$ cat src/rtl/cdb_arbiter_if.sv
// Functional-unit result handshake and CDB broadcast bundle for cdb_arbiter.
// The producer side owns the valid/tag/data lines; the arbiter owns ready and
// the registered CDB outputs that reservation stations, RF and ROB snoop.
interface cdb_arbiter_if #(
  parameter int N_PORT            = 4,
  parameter int BW_PROCESSOR_DATA = 32,
  parameter int BW_TAG            = 4,
  parameter int BW_PORT           = $clog2(N_PORT)
);
  logic [N_PORT-1:0]                   i_fu_valid;
  logic [N_PORT-1:0]                   i_fu_ready;
  logic [N_PORT*BW_TAG-1:0]            i_fu_tag_flatten;
  logic [N_PORT*BW_PROCESSOR_DATA-1:0] i_fu_wdata_flatten;
  logic                                o_cdb_valid;
  logic [BW_TAG-1:0]                   o_cdb_tag;
  logic [BW_PROCESSOR_DATA-1:0]        o_cdb_wdata;
  logic [BW_PORT-1:0]                  o_cdb_src;

  // Functional units plus CDB snoopers
  modport master (
    output i_fu_valid, i_fu_tag_flatten, i_fu_wdata_flatten,
    input  i_fu_ready, o_cdb_valid, o_cdb_tag, o_cdb_wdata, o_cdb_src
  );

  // The arbiter
  modport slave (
    input  i_fu_valid, i_fu_tag_flatten, i_fu_wdata_flatten,
    output i_fu_ready, o_cdb_valid, o_cdb_tag, o_cdb_wdata, o_cdb_src
  );
endinterface

$ cat src/rtl/cdb_arbiter.sv
// Common Data Bus arbiter: round-robin pick of one functional-unit result per
// cycle, registered onto the CDB with one cycle of latency. The CDB never
// stalls, so the output register is free every cycle and ready is purely a
// function of valid, the rotating pointer and reset.
module cdb_arbiter #(
  parameter int N_PORT            = 4,
  parameter int BW_PROCESSOR_DATA = 32,
  parameter int BW_TAG            = 4,
  parameter int BW_PORT           = $clog2(N_PORT)
) (
  input logic          clk,
  input logic          rst,
  cdb_arbiter_if.slave bus
);

  logic [BW_PORT-1:0]           rr_ptr_q, rr_ptr_d;
  logic                         cdb_valid_q, cdb_valid_d;
  logic [BW_TAG-1:0]            cdb_tag_q, cdb_tag_d;
  logic [BW_PROCESSOR_DATA-1:0] cdb_wdata_q, cdb_wdata_d;
  logic [BW_PORT-1:0]           cdb_src_q, cdb_src_d;

  logic                         grant_vld;
  logic [BW_PORT-1:0]           grant_idx;
  logic [BW_PORT-1:0]           cand;
  logic [N_PORT-1:0]            ready;
  logic                         handshake;

  // Search from rr_ptr upward with wrap; the first valid port wins
  always_comb begin
    grant_vld = 1'b0;
    grant_idx = '0;
    cand      = '0;
    for (int k = 0; k < N_PORT; k++) begin
      cand = BW_PORT'((int'(rr_ptr_q) + k) % N_PORT);
      if (!grant_vld && bus.i_fu_valid[cand]) begin
        grant_vld = 1'b1;
        grant_idx = cand;
      end
    end
  end

  // One-hot ready on the grant; reset blocks all acceptance
  always_comb begin
    ready = '0;
    if (grant_vld && !rst) begin
      ready[grant_idx] = 1'b1;
    end
  end

  assign handshake = grant_vld && !rst;

  // Next-state for the broadcast register and pointer
  always_comb begin
    cdb_valid_d = 1'b0;
    cdb_tag_d   = cdb_tag_q;
    cdb_wdata_d = cdb_wdata_q;
    cdb_src_d   = cdb_src_q;
    rr_ptr_d    = rr_ptr_q;
    if (handshake) begin
      cdb_valid_d = 1'b1;
      cdb_tag_d   = bus.i_fu_tag_flatten[grant_idx*BW_TAG +: BW_TAG];
      cdb_wdata_d = bus.i_fu_wdata_flatten[grant_idx*BW_PROCESSOR_DATA +: BW_PROCESSOR_DATA];
      cdb_src_d   = grant_idx;
      rr_ptr_d    = (int'(grant_idx) == N_PORT - 1) ? '0 : grant_idx + 1'b1;
    end
  end

  // State register; a reset edge discards any in-flight broadcast
  always_ff @(posedge clk) begin
    if (rst) begin
      rr_ptr_q    <= '0;
      cdb_valid_q <= 1'b0;
      cdb_tag_q   <= '0;
      cdb_wdata_q <= '0;
      cdb_src_q   <= '0;
    end else begin
      rr_ptr_q    <= rr_ptr_d;
      cdb_valid_q <= cdb_valid_d;
      cdb_tag_q   <= cdb_tag_d;
      cdb_wdata_q <= cdb_wdata_d;
      cdb_src_q   <= cdb_src_d;
    end
  end

  assign bus.i_fu_ready  = ready;
  assign bus.o_cdb_valid = cdb_valid_q;
  assign bus.o_cdb_tag   = cdb_tag_q;
  assign bus.o_cdb_wdata = cdb_wdata_q;
  assign bus.o_cdb_src   = cdb_src_q;

endmodule

$ cat src/flat_wrapper.sv
// flat-port wrapper written by rule: the top's interface ports become plain ports
module cdb_arbiter_flat 
#(
  parameter int N_PORT            = 4,
  parameter int BW_PROCESSOR_DATA = 32,
  parameter int BW_TAG            = 4,
  parameter int BW_PORT           = $clog2(N_PORT)
)
  (clk, rst, bus_i_fu_valid, bus_i_fu_tag_flatten, bus_i_fu_wdata_flatten, bus_i_fu_ready, bus_o_cdb_valid, bus_o_cdb_tag, bus_o_cdb_wdata, bus_o_cdb_src);
  cdb_arbiter_if #(.N_PORT(N_PORT), .BW_PROCESSOR_DATA(BW_PROCESSOR_DATA), .BW_TAG(BW_TAG), .BW_PORT(BW_PORT)) bus_i ();
  input logic clk;
  input logic rst;
  input wire logic [$bits(bus_i.i_fu_valid)-1:0] bus_i_fu_valid;
  input wire logic [$bits(bus_i.i_fu_tag_flatten)-1:0] bus_i_fu_tag_flatten;
  input wire logic [$bits(bus_i.i_fu_wdata_flatten)-1:0] bus_i_fu_wdata_flatten;
  output wire logic [$bits(bus_i.i_fu_ready)-1:0] bus_i_fu_ready;
  output wire logic [$bits(bus_i.o_cdb_valid)-1:0] bus_o_cdb_valid;
  output wire logic [$bits(bus_i.o_cdb_tag)-1:0] bus_o_cdb_tag;
  output wire logic [$bits(bus_i.o_cdb_wdata)-1:0] bus_o_cdb_wdata;
  output wire logic [$bits(bus_i.o_cdb_src)-1:0] bus_o_cdb_src;
  assign bus_i.i_fu_valid = bus_i_fu_valid;
  assign bus_i.i_fu_tag_flatten = bus_i_fu_tag_flatten;
  assign bus_i.i_fu_wdata_flatten = bus_i_fu_wdata_flatten;
  assign bus_i_fu_ready = bus_i.i_fu_ready;
  assign bus_o_cdb_valid = bus_i.o_cdb_valid;
  assign bus_o_cdb_tag = bus_i.o_cdb_tag;
  assign bus_o_cdb_wdata = bus_i.o_cdb_wdata;
  assign bus_o_cdb_src = bus_i.o_cdb_src;
  cdb_arbiter #(.N_PORT(N_PORT), .BW_PROCESSOR_DATA(BW_PROCESSOR_DATA), .BW_TAG(BW_TAG), .BW_PORT(BW_PORT)) u_core (.clk(clk), .rst(rst), .bus(bus_i));
endmodule
$ cat config.mk
export PLATFORM = sky130hd
export DESIGN_NAME = cdb_arbiter_flat
export DESIGN_NICKNAME = d
export VERILOG_FILES = /design/src/rtl/cdb_arbiter_if.sv /design/src/rtl/cdb_arbiter.sv /design/src/flat_wrapper.sv
export SDC_FILE = /design/constraint.sdc
export NUM_CORES = 1
export LEC_CHECK = 0
export CORE_UTILIZATION = 25
export DETAILED_ROUTE_END_ITERATION = 12
export HOLD_SLACK_MARGIN = 0.1
export PLACE_DENSITY = 0.66
export REMOVE_ABC_BUFFERS = 1
export SYNTH_ARGS = -nofsm -noshare
export SYNTH_HDL_FRONTEND = slang
export SYNTH_SLANG_ARGS = --single-unit
$ cat constraint.sdc
create_clock -name clk -period 1.7 [get_ports clk]
set_input_delay 0.425 -clock clk [delete_from_list [all_inputs] [get_ports clk]]
set_output_delay 0.425 -clock clk [all_outputs]
set_load 0.05 [all_outputs]
# After elaboration in Yosys (flattened, before gate mapping)
# Index checks and enable logic that the tools add are counted.
# Widths: inputs -> output; s select.
# op_classes
reduce_logical,9
n_mux,21
shift,2
add_sub_neg,4
n_lt_le_gt_ge,6
n_eq_ne,1
# ops
op,n
$shiftx 128x8->32,1
$shiftx 16x5->4,1
$lt 2x3->1 const B,5
$mux 1,10
$mux 2,5
$bmux 1 s2,4
$logic_and 1x1->1,5
$add 2x1->2 const B,2
$add 2x2->2 const B,2
$logic_not 1->1,4
$mux 4,1
$demux 1 s2,1
$eq 2x1->1 const B,1
$ge 2x1->1 const B,1
# word_totals
inputBits,150
ff_bits,41
wordCells,48

# Depth between registers and ports, before layout
# depth
depth_word,17
mapped_depth,7

# Worst setup path after synthesis
# No wires, ideal clock.
# synth_path
path_kind,input -> output
startpoint,in bus_i_fu_valid[1]
endpoint,out bus_i_fu_ready[0]
t_arrival_ps,1986
t_required_ps,1275
path_buffers,2
stages,6
path_slack_ps,-711
cell_sequence,and2b_1 nor2b_1 clkbuf_1 clkbuf_1 nor2_1 nor2_1
# synth_between
elab_chain_len,17
word_cells_on_any_way,29
# synth_rtl
item,line,source
start: declaration,flat_wrapper.sv:13,input wire logic [$bits(bus_i.i_fu_valid)-1:0] bus_i_fu_valid;
$bmux 1 s2,cdb_arbiter.sv:35,if (!grant_vld && bus.i_fu_valid[cand]) begin
$mux 1 (not written as such),cdb_arbiter.sv:35,
$mux 1,cdb_arbiter.sv:35,
$logic_not 1->1,cdb_arbiter.sv:35,
$logic_and 1x1->1,cdb_arbiter.sv:35,
$mux 1,cdb_arbiter.sv:35,
$logic_not 1->1,cdb_arbiter.sv:35,
$logic_and 1x1->1,cdb_arbiter.sv:35,
$mux 1,cdb_arbiter.sv:35,
$logic_not 1->1,cdb_arbiter.sv:35,
$logic_and 1x1->1,cdb_arbiter.sv:35,
$mux 2,cdb_arbiter.sv:35,
$lt 2x3->1 (not written as such) / $ge 2x1->1 (equally long branches),cdb_arbiter.sv:46,ready[grant_idx] = 1'b1;
$logic_and 1x1->1 (not written as such),cdb_arbiter.sv:46,
$mux 1 (not written as such),cdb_arbiter.sv:46,
$demux 1 s2,n/a,
$mux 4 (*),cdb_arbiter.sv:45,if (grant_vld && !rst) begin
end: declaration,flat_wrapper.sv:16,output wire logic [$bits(bus_i.i_fu_ready)-1:0] bus_i_fu_ready;
# Every way passes the cells marked *; elsewhere a longest branch is shown, timed or not. The select of a mux whose other input is x is not followed.

# Final worst setup path
# layout_path
startpoint,in rst
endpoint,out bus_i_fu_ready[3]
# layout_between
elab_chain_len,3
# layout_rtl
item,line,source
start: declaration,flat_wrapper.sv:12,input logic rst;
$logic_not 1->1,cdb_arbiter.sv:45,
$logic_and 1x1->1,cdb_arbiter.sv:45,
$mux 4,cdb_arbiter.sv:45,
# No other way between the ends.

==> impl_results.md <==
* Post-synthesis async set-or-reset flop share at 0
* Pre-Repair DR Iteration Count at 4
* # placed instances at 606
* CTS H-tree depth at 2
* 1st-iter DRT viols at 99
* Fin. max-slew vios at 0
* Core region area at 9729 µm²
* Synth top area share at 0.3295
* Clock transition at the registers of the reported paths at 0.08 ns
* CTS Buf Count at 5
* LEAKAGE at 0.002118 µW
* Post-synthesis sequential area ratio at 0.3295
* Die Y at 101.8 µm
* Hold Fails Final Rpt at 0
* Critical path type: input pin to output pin
* Largest net degree at the start of global routing at 36
* GPL Wtd Cong at 0.8277
* VDD IR-drop max at 0.4157 mV
* Layout cells sized above 1 at 0.3083
* IO Pins at 193
* Total wire length at 11.24 mm
* Fmax at 483.0 MHz
* Syn Inst Count at 285
* TritonCTS clock tree: yes
* Failing checks: setup timing
* R2R cell count at 7
* # setup viols final at 41
* Final HPWL DP at 7.336 mm
* DRC errors left at 0
* Die area at 10370 µm²
* Rel. slew slack at 0.6486
* Initial Utilization at 0.2560
* Hold WC Path Type: flip-flop to flip-flop
* Worst Path Max Fanout at 3
* IO Port Bufs at 192
* Non-Filler Instances at 626
* Clock root buffer: clkbuf_8
* Total grt overflow at 0
* # nets final at 642
* Status: finished with violations
* Worst stage delay on the critical path at 0.47 ns
* Die X at 101.8 µm
* Largest cells by area after synthesis: dfxtp_1 (33%), mux2_1 (16%), a221o_1 (14%), a21oi_1 (7.8%), nand3_1 (7.0%)
* Placed Area at 4651 µm²
* R2R Setup Slk at -0.30 ns
* Critical path cell sequence: clkdlybuf4s50_1 -> or3_4 -> nor2_4 -> buf_12
* Post-route setup slack at -0.3705 ns
* Crit path to: bus_i_fu_ready[3]
* R2R Path End: u_core.bus.o_cdb_wdata[6]
* Netlist cell types at 31
* CP required at 1.27 ns
* Flops & latches, synth at 41
* Worst Tran Pin Value at 0.5258 ns
* Syn Area/Cell at 8.741 µm²
* Ys flop type: dfxtp_1
* CTS Hold Bufs at 0
* CP Capture Type: output pin
* Worst path arrival time at 1.65 ns
* First-pass GRT wire length at 16.43 mm
* DR vias at 3222
* Row count at 36
* WL/cell at 17.95 µm
* Initial antenna violation count at 0
* Most frequent cell after synthesis: dfxtp_1
* Critical R2R Launch: u_core.rr_ptr_q[1]
* Synth area leader: dfxtp_1
* Kind of cell adding the most delay to the critical path: buffers and inverters
* Final period util at 1.218
* Synth warn at 0
* Crit path buffers/inverters at 2
* Vias/cell at 5.147
* RSZ-0062 raised after global routing: true
* CP startpoint: rst
* Clock Sinks at 41
* # diodes at 0
* Final Util at 0.5280
* CP Launch Type: input pin
* Min Tclk post-route at 2.070 ns
* Final ANT Viol Nets at 0
* GRT Total Usage at 0.2068
* Final Skew at 0.003387 ns
* Worst path slowest cell: clkdlybuf4s50_1
* Mapped Area at 2491 µm²
* Vias in the first global route at 3183
* Pwr dens at 899.3 nW/µm²
* Post-synth EDFFs at 0
* Post-route cell area at 5137 µm²
* Most frequent cells after synthesis: dfxtp_1 (41), a21oi_1 (39)
* Clock latency on the worst-skew pair at 0.29 ns
* Worst path depth at 4
* CTS Buffer Depth at 2
* Syn-to-layout area delta at 106.2%
* MaxCap Viol Count at 0
-- report_power, final --
group / switching, µW / total (µW) / internal (µW) / leakage [µW]
clock: 359 / 643 / 284 / 0.0000439
sequential: 112 / 1260 / 1140 / 0.000342
combinational: 1440 / 2720 / 1280 / 0.00173
total: 1910 / 4620 / 2710 / 0.00212
-- sequential cells by signal, summed over array words and instances, names as in the netlist --
name	cells
u_core.bus.o_cdb_valid	1
u_core.bus.o_cdb_tag	4
u_core.rr_ptr_q	2
u_core.bus.o_cdb_wdata	32
u_core.bus.o_cdb_src	2
-- stage by stage --
stage               power [µW]  setup slack (ns)  setup TNS, ns  hold slack (ns)
finish                    4620           -0.3705         -9.339           0.4912
global route              4835           -0.4039         -11.41           0.5095
CTS                       4691           -0.3685         -9.930           0.4879
detailed placement        3572           -0.8959         -34.40           0.4541
global placement          3544           -0.8475         -32.84           0.4677
floorplan                 2528            -1.332         -40.04           0.4842
-- placed cells by master (no fill, tap or decap), types with 2 or more instances in the layout --
cell             instances
a21oi_1                 37
a21oi_2                  2
a221o_1                 35
buf_12                  10
buf_16                   2
buf_2                    2
buf_4                   64
buf_6                    5
clkbuf_8                 5
clkdlybuf4s50_1        145
clkinv_2                 2
dfxtp_1                 39
dfxtp_4                  2
mux2_4                  35
mux2i_1                  2
nand2_1                  4
nand2_4                  2
nand3_1                 35
nor2_4                   7
nor2b_4                  2
o21ai_0                 35
-- tightest hold or removal path: stages, from the launching register on --
cell      delay, ns
dfxtp_1        0.34
nand2_1        0.05
o221ai_1       0.06
-- layer usage --
metal / part of all wire / up-vias / global-route usage
met2: 0.50 / 146 / 0.3617
met3: 0.082 / 16 / 0.04514
met1: 0.40 / 1549 / 0.2539
li1: - / 1511 / -
met4: 0.017 / 0 / 0.06264
met5: 0 / - / 0
-- how the worst min path moves through the flow --
stage / slack, ns / endpoint / startpoint / depth (start not counted)
after floorplan: 0.48 / u_core.rr_ptr_q[0] / u_core.rr_ptr_q[0] / 2
after global placement: 0.47 / u_core.bus.o_cdb_wdata[5] / u_core.bus.o_cdb_wdata[5] / 2
after detailed placement: 0.45 / u_core.bus.o_cdb_wdata[5] / u_core.bus.o_cdb_wdata[5] / 2
after CTS: 0.49 / u_core.bus.o_cdb_wdata[5] / u_core.bus.o_cdb_wdata[5] / 2
after global routing: 0.51 / u_core.bus.o_cdb_src[1] / u_core.bus.o_cdb_src[1] / 2
final: 0.49 / u_core.bus.o_cdb_wdata[5] / u_core.bus.o_cdb_wdata[5] / 2
-- layout make-up --
class,count,area (µm²)
clock buffers,5,68.82
clock inverters,3,17.52
fillers,889,4592
inverters,2,7.507
multi-input cells,212,1775
flip-flops and latches,41,828.3
well taps,133,166.4
repair buffers,230,2273
-- cell families after synthesis --
group | share of synthesized area
xor gates and xnor gates | 0.003516
and+or+nand+nor | 0.1170
buffers and inverters | 0.06680
DFF | 0.3295
AOI/OAI and AO/OA | 0.3129
muxes | 0.1703
-- repair_timing --
| item | 4_1_cts | 5_1_grt |
|---|---|---|
| resized for setup | 81 | 5 |
| setup buffers | 10 | 1 |
| cloned | 4 | 0 |
| pin swaps | 12 | 11 |
| endpoints found under the hold margin | 0 | 0 |
| endpoints found under the setup margin | 42 | 42 |
Note: power is estimated with default switching activity, not from simulation.
